[src/rtl/store_buffer.sv]
// Store buffer: circular FIFO of resolved stores that tracks commit status,
// drains committed stores to memory in order and forwards the youngest match to loads.
package common_pkg;
  localparam int WORD_SIZE_P = 32;
endpackage

module store_buffer
  import common_pkg::*;
#(
  parameter int SB_ENTRY = 8
) (
  input  logic                   clk_i,
  input  logic                   reset_n_i,
  input  logic                   exe_sb_valid_i,
  input  logic [WORD_SIZE_P-1:0] exe_sb_addr_i,
  input  logic [WORD_SIZE_P-1:0] exe_sb_data_i,
  output logic                   sb_exe_ready_o,
  input  logic                   rob_sb_valid_i,
  input  logic                   rob_mispredict_i,
  output logic                   sb_mem_valid_o,
  output logic [WORD_SIZE_P-1:0] sb_mem_addr_o,
  output logic [WORD_SIZE_P-1:0] sb_mem_data_o,
  input  logic                   mem_sb_ready_i,
  input  logic [WORD_SIZE_P-1:0] ld_addr_i,
  output logic                   sb_ld_hit_o,
  output logic [WORD_SIZE_P-1:0] sb_ld_data_o,
  output logic                   sb_empty_o
);
  localparam int PW = $clog2(SB_ENTRY);
  localparam int CW = PW + 1;
  localparam logic [CW-1:0] FULL_C = CW'(SB_ENTRY);

  logic [WORD_SIZE_P-1:0] r_addr [SB_ENTRY];
  logic [WORD_SIZE_P-1:0] r_data [SB_ENTRY];
  logic [SB_ENTRY-1:0]    r_valid;
  logic [SB_ENTRY-1:0]    r_cmt;
  logic [PW-1:0]          r_head;
  logic [PW-1:0]          r_cmt_pt;
  logic [PW-1:0]          r_tail;
  logic [CW-1:0]          r_num;
  logic [CW-1:0]          r_num_cmt;

  logic                   w_alloc;
  logic                   w_commit;
  logic                   w_mem_valid;
  logic                   w_drain;
  logic [PW-1:0]          w_idx [SB_ENTRY];
  logic [SB_ENTRY-1:0]    w_match;
  logic [WORD_SIZE_P-1:0] w_ld_data;

  // Space is judged on the registered count only, so a same-cycle drain never frees a slot early.
  assign sb_exe_ready_o = (r_num != FULL_C) & ~rob_mispredict_i;
  assign w_alloc        = exe_sb_valid_i & sb_exe_ready_o;
  assign w_commit       = rob_sb_valid_i & ~rob_mispredict_i & (r_num_cmt != r_num);
  assign w_mem_valid    = (r_num_cmt != {CW{1'b0}});
  assign w_drain        = w_mem_valid & mem_sb_ready_i;

  assign sb_mem_valid_o = w_mem_valid;
  assign sb_mem_addr_o  = w_mem_valid ? r_addr[r_head] : {WORD_SIZE_P{1'b0}};
  assign sb_mem_data_o  = w_mem_valid ? r_data[r_head] : {WORD_SIZE_P{1'b0}};
  assign sb_empty_o     = (r_num == {CW{1'b0}});

  // Pointer and occupancy bookkeeping; counters apply the net effect of alloc/commit/drain.
  always_ff @(posedge clk_i or negedge reset_n_i) begin
    if (!reset_n_i) begin
      r_head    <= {PW{1'b0}};
      r_cmt_pt  <= {PW{1'b0}};
      r_tail    <= {PW{1'b0}};
      r_num     <= {CW{1'b0}};
      r_num_cmt <= {CW{1'b0}};
    end else begin
      if (w_drain) begin
        r_head <= r_head + PW'(1);
      end
      if (w_commit) begin
        r_cmt_pt <= r_cmt_pt + PW'(1);
      end
      if (rob_mispredict_i) begin
        r_tail <= r_cmt_pt;
        r_num  <= r_num_cmt - CW'(w_drain);
      end else begin
        if (w_alloc) begin
          r_tail <= r_tail + PW'(1);
        end
        r_num <= r_num + CW'(w_alloc) - CW'(w_drain);
      end
      r_num_cmt <= r_num_cmt + CW'(w_commit) - CW'(w_drain);
    end
  end

  // Per-entry valid/committed flags; a flush drops only the uncommitted entries.
  always_ff @(posedge clk_i or negedge reset_n_i) begin
    if (!reset_n_i) begin
      r_valid <= {SB_ENTRY{1'b0}};
      r_cmt   <= {SB_ENTRY{1'b0}};
    end else begin
      for (int i = 0; i < SB_ENTRY; i++) begin
        if (rob_mispredict_i && !r_cmt[i]) begin
          r_valid[i] <= 1'b0;
        end
      end
      if (w_drain) begin
        r_valid[r_head] <= 1'b0;
        r_cmt[r_head]   <= 1'b0;
      end
      if (w_commit) begin
        r_cmt[r_cmt_pt] <= 1'b1;
      end
      if (w_alloc) begin
        r_valid[r_tail] <= 1'b1;
        r_cmt[r_tail]   <= 1'b0;
      end
    end
  end

  // Address/data payload storage needs no reset; validity is tracked separately.
  always_ff @(posedge clk_i) begin
    if (w_alloc) begin
      r_addr[r_tail] <= exe_sb_addr_i;
      r_data[r_tail] <= exe_sb_data_i;
    end
  end

  for (genvar g = 0; g < SB_ENTRY; g++) begin : g_fwd
    assign w_idx[g]   = r_head + PW'(g);
    assign w_match[g] = r_valid[w_idx[g]] & (r_addr[w_idx[g]] == ld_addr_i);
  end

  // Walk oldest to youngest so the last matching entry (the youngest) wins.
  always_comb begin
    w_ld_data = {WORD_SIZE_P{1'b0}};
    for (int i = 0; i < SB_ENTRY; i++) begin
      w_ld_data = w_match[i] ? r_data[w_idx[i]] : w_ld_data;
    end
  end

  assign sb_ld_hit_o  = |w_match;
  assign sb_ld_data_o = w_ld_data;
endmodule

[config.mk]
export PLATFORM = sky130hd
export DESIGN_NAME = store_buffer
export DESIGN_NICKNAME = d
export VERILOG_FILES = /design/src/rtl/store_buffer.sv
export SDC_FILE = /design/constraint.sdc
export NUM_CORES = 2
export LEC_CHECK = 0
export ABC_AREA = 0
export BUFFER_PORTS_ARGS = -buffer_cell sky130_fd_sc_hd__buf_2
export CORE_UTILIZATION = 38
export DETAILED_ROUTE_END_ITERATION = 10
export GPL_TIMING_DRIVEN = 0
export HOLD_SLACK_MARGIN = 0.03
export SLEW_MARGIN = 5
export SYNTH_ARGS = -nofsm -noshare
export SYNTH_HDL_FRONTEND = slang
export SYNTH_SLANG_ARGS = --single-unit
[constraint.sdc]
create_clock -name clk_i -period 23.3 [get_ports clk_i]
set_input_delay 4.66 -clock clk_i [delete_from_list [all_inputs] [get_ports clk_i]]
set_output_delay 4.66 -clock clk_i [all_outputs]
set_load 0.02 [all_outputs]
# After elaboration in Yosys (flattened, before gate mapping)
# Memory sizes are Yosys's and may differ from the RTL's.
# Index checks and enable logic that the tools add are counted.
[classes]
magnitude_cmp = 13
muxes = 50
bitwise = 21
add_sub_neg = 14
reduce_logical = 23
n_eq_ne = 10
[ops]
columns = ["cell", "n"]
rows = [
  ["2-to-1 mux 32 bit", 10],
  ["== test 32 bit", 8],
  ["less-than comparator 3 x 4 -> 1 bit (second input constant)", 10],
  ["2-to-1 mux 8 bit", 5],
  ["bitwise AND 8 bit", 3],
  ["binary-select mux 1 bit (select 3 bit)", 8],
  ["2-to-1 mux 1 bit", 21],
  ["inverter 8 bit", 2],
  ["OR 8 bit", 2],
  ["bitwise AND 1 bit", 13],
  ["adder 3 bit (second input constant)", 4],
  ["subtractor 4 x 1 -> 4 bit", 3],
  ["logical AND 1 bit", 11],
  ["adder 3 x 1 -> 3 bit (second input constant)", 3],
  ["demux 1 bit (select 3 bit)", 3],
  [">= comparator 3 x 1 -> 1 bit (second input constant)", 3],
  ["adder 4 x 1 -> 4 bit", 2],
  ["logical NOT 1 bit", 8],
  ["OR reduction 8 bit", 1],
  ["adder 3 x 2 -> 3 bit (second input constant)", 2],
  ["2-to-1 mux 3 bit", 2],
  ["logical NOT 4 bit", 1],
  ["2-to-1 mux 4 bit", 1],
  ["inequality test 4 bit", 1],
  ["other kinds (4)", 4],
]
[word_totals]
wordCells = 140
register_bits = 33
ramBits = 512
memories = 2
out_inout_bits = 100
input_bits = 102
[memory_table]
columns = ["memory", "depth", "word_bits", "read_ports", "rd_clocked_by_memory_dff", "write_ports", "line_no", "source"]
rows = [
  ["r_addr", 8, 32, 8, 0, 1, "33", "logic [WORD_SIZE_P-1:0] r_addr [SB_ENTRY];"],
  ["r_data", 8, 32, 8, 0, 1, "34", "logic [WORD_SIZE_P-1:0] r_data [SB_ENTRY];"],
]

# Depth between registers and ports, before layout
[depth]
word_depth = 11
depth_mapped = 29
ltp_nobuf = 14

# Worst setup path before layout
# No wires, ideal clock.
[synth_timing]
path_type = "input -> register"
startpoint = "input port rob_mispredict_i"
endpoint = "memory r_addr[0][0], enable pin"
arrival_ps = 11667
path_buffers = 0
stages = 3
setup_time_ps = 652
setup_slack_ps = 10981
t_required_ps = 22648
cell_sequence = "a21oi_1 nand2_1 nor4_1"
[synth_between]
elab_chain_len = 5
[synth_rtl]
columns = ["element", "line_no", "source"]
rows = [
  ["start, declared", "19", "input logic rob_mispredict_i,"],
  ["inverter 1 bit", "52", "assign sb_exe_ready_o = (r_num != FULL_C) & ~rob_mispredict_i;"],
  ["bitwise AND 1 bit", "52", ""],
  ["bitwise AND 1 bit", "53", "assign w_alloc = exe_sb_valid_i & sb_exe_ready_o;"],
  ["2-to-1 mux 1 bit", "118", "if (w_alloc) begin"],
  ["2-to-1 mux 1 bit (not written as such)", "119", "r_addr[r_tail] <= exe_sb_addr_i;"],
  ["end, declared", "33", ""],
]
# No other way between the ends.

==> flow_summary_export.csv <==
group,metric,value,unit
sta,worst_pin_slew,1.65,ns
cts,clk_pin_slew,0.06,ns
synth,netlist_area,0.0463,mm²
cells_and_area,syn_to_final_growth,13.7,%
floorplan,die-area,0.123,mm²
floorplan,start_util,38.4,%
sta,final.setup.tns,0,ns
setup_path,worstPathRequired,18.64,ns
cts,postCtsHoldBufs,0,
run,drv_cap,9,
synth,async_reset_ff_share,6.06,%
sta,finalClockSkew,0.0368,ns
detailed_routing,num_vias,42200,
detailed_routing,drtAntennaViolNets,0,
sta,rsz0062_at_grt,"no",
sta,setup_viol,0,
setup_path,crit_fanout,10,
synth,yosys_most_used_dff,"edfxtp_1",
cts,cts-resized-gates,0,
sta,min_period_over_period,72.8,%
placed_design,dp_hpwl,202000,µm
cts,cts_buffers,68,
synth,synth_edf_count,512,
synth,yosysUniqueCellTypes,86,
status,outcome,"finished with violations",
synth,synthTopCellsByArea,"edfxtp_1 (33%), mux4_2 (27%), mux2i_1 (7.7%), xnor2_1 (3.9%), nand2_1 (3.3%)",
placed_design,place.gp.congestion,1.12,
detailed_routing,drtIter0Drc,8608,
cells_and_area,design_area,0.0527,mm²
floorplan,num_rows,127,
setup_path,critical_path_arrival,12.30,ns
setup_path,worstSetupStartpointType,"flip-flop",
synth,yosys-top-cells-count,"mux4_2 (561), edfxtp_1 (512), nand2_1 (405), mux2i_1 (356), xnor2_1 (204)",
cells_and_area,drive_above_1_share,31.6,%
setup_path,worst-setup-path-type,"flip-flop to output port",
floorplan,coreArea,0.120,mm²
global_routing,grt_pass1_wl,357000,µm
detailed_routing,dr.pass1.iters,8,
synth,synth_top_area_cell,"edfxtp_1",
sta,finalMaxSlewViolations,51,
synth,syn_nets,3721,
global_routing,grt_pass1_vias,38600,
sta,finalHoldViolCount,0,
synth,seq_area_frac_synth,35.0,%
floorplan,die_w,351,µm
cts,cts_max_level,3,
cells_and_area,fin_nets,4047,
synth,netlist_instances,3595,
placed_design,place_area,0.0502,mm²
setup_path,reg2reg_slack,16.75,ns
global_routing,grt_overflow,0,
cts,cts_tree,"done",
cells_and_area,multi_input_comb_area,0.0281,mm²
sta,slew_headroom,-11.3,%
placed_design,port-buffer-count,180,
detailed_routing,via_per_inst,7.54,
detailed_routing,wire_per_inst,48.7,µm
floorplan,ios,202,
synth,synth_top_area_share,33.2,%
sta,period_needed,16.96,ns
cts,clockRootBuffer,"clkbuf_16",
setup_path,slowest_stage,"a2111oi_4",
floorplan,die_y,351,µm
cts,clockBufferDepth,3,
global_routing,antenna_found_initial,48,
setup_path,worstSetupEndpointType,"output port",
cts,cts_setup_buffers,0,
synth,yosysMostFrequentCell,"mux4_2",
global_routing,gr-usage-all-layers,43.7,%
cells_and_area,regArea,0.0162,mm²
cts,clock_latency,0.76,ns
worst_hold_path,hp-class,"flip-flop to flip-flop",
synth,synth-seq-cells,545,
cts,clock_sinks,545,
synth,syn_area_per_cell,12.9,µm²
global_routing,grt_max_degree,34,
detailed_routing,wirelength,273000,µm
synth,yosys_warnings,0,
setup_path,crit_path_max_incr_delay,1.03,ns
sta,timing.fmax,59.0,MHz
status,violations,"max-capacitance violations, max-slew violations",
detailed_routing,drc,0,
cells_and_area,fillers,11200,
## placed cells by master (no fill, tap or decap), drive strengths merged, types with 22 or more instances in the layout
master,netlist,final
o22ai,23,23
a21oi,90,90
mux2,64,64
mux2i,357,357
nor3,29,29
mux4,589,589
and3,38,38
dfrtp,33,33
o311ai,33,33
a311oi,34,34
inv,32,36
nor2,194,194
clkinv,8,37
xor2,64,64
xnor2,204,204
a22oi,23,23
clkbuf,119,195
edfxtp,512,512
buf,225,480
nor4,27,27
o32ai,34,34
ha,22,22
a221oi,37,37
nand4,67,67
a211oi,47,47
o21ai,43,43
nand2,405,405
and2,46,46
o311a,33,33
## final timing paths
check                             endpoint       from  cells past startpoint
setup / recovery           sb_ld_data_o[5]  r_head[0]                     27
hold / removal                    r_cmt[6]   r_cmt[6]                      2
setup reg to reg                 r_head[1]  r_head[0]                     17
hold reg to reg                   r_cmt[6]   r_cmt[6]                      2
max in group asynchronous       r_valid[4]  reset_n_i                      1
min in group asynchronous        r_tail[1]  reset_n_i                      1
## registers in the layout (all words and copies together), names as in the netlist
register	flops
r_cmt_pt	3
r_valid	8
r_num_cmt	4
r_cmt	8
r_addr	256
r_head	3
r_tail	3
r_num	4
r_data	256
## cell families (layout without fill, tap and decap cells)
logic type,after synthesis,after routing,share of synthesized area [%]
buffers and inverters,389,768,4.63
adders and majority gates,24,24,0.681
xor gates and xnor gates,268,268,5.07
DFF,545,545,35.0
other,0,15,0
muxes,1010,1010,38.2
and+or+nand+nor,880,880,8.68
AOI/OAI and AO/OA,479,479,7.75
## cell type report
class / instances / share of cell area [%]
repair buffers: 256 / 3.39
plain buffers: 349 / 3.84
clock buffers: 75 / 3.28
multi-input cells: 2661 / 53.3
flip-flops and latches: 545 / 30.8
clock inverters: 48 / 1.27
inverters: 40 / 0.285
well taps: 1612 / 3.83
diodes: 15 / 0.0713
## worst max-delay path: cells and delay by family (launching register included)
family / cells / cell delay, ns
AO/OA/AOI/OAI: 4 / 2.63
XOR/XNOR: 1 / 0.56
adder cells (fa/ha/maj): 1 / 0.25
buffers and inverters: 17 / 6.62
flip-flops: 1 / 0.39
multiplexers: 1 / 0.42
AND/OR/NAND/NOR: 3 / 0.51
## metal layers
layer  wire length [µm]  vias to the layer above  global-route usage [%]
met5                752                        -                    1.88
met1             104000                    21600                    58.3
li1                   -                    15300                       -
met2             106000                     4459                    57.1
met3              46200                      882                    22.9
met4              16500                       58                    21.3
## through the flow
step | hold WS [ns] | cells | utilization, % | worst slack, ns
after floorplan | 0.471 | 3595 | - | 10.98
after global placement | 0.490 | 5387 | 40.9 | 0.0567
after detailed placement | 0.494 | 5463 | 41.7 | 7.80
after CTS | 0.508 | 5586 | 43.7 | 6.99
after global routing | 0.525 | 5593 | 43.7 | 6.80
final | 0.509 | 5601 | 43.7 | 6.34
Power is not shown: default switching activity piles up to over one toggle a cycle in this logic, so the estimate is an artifact.
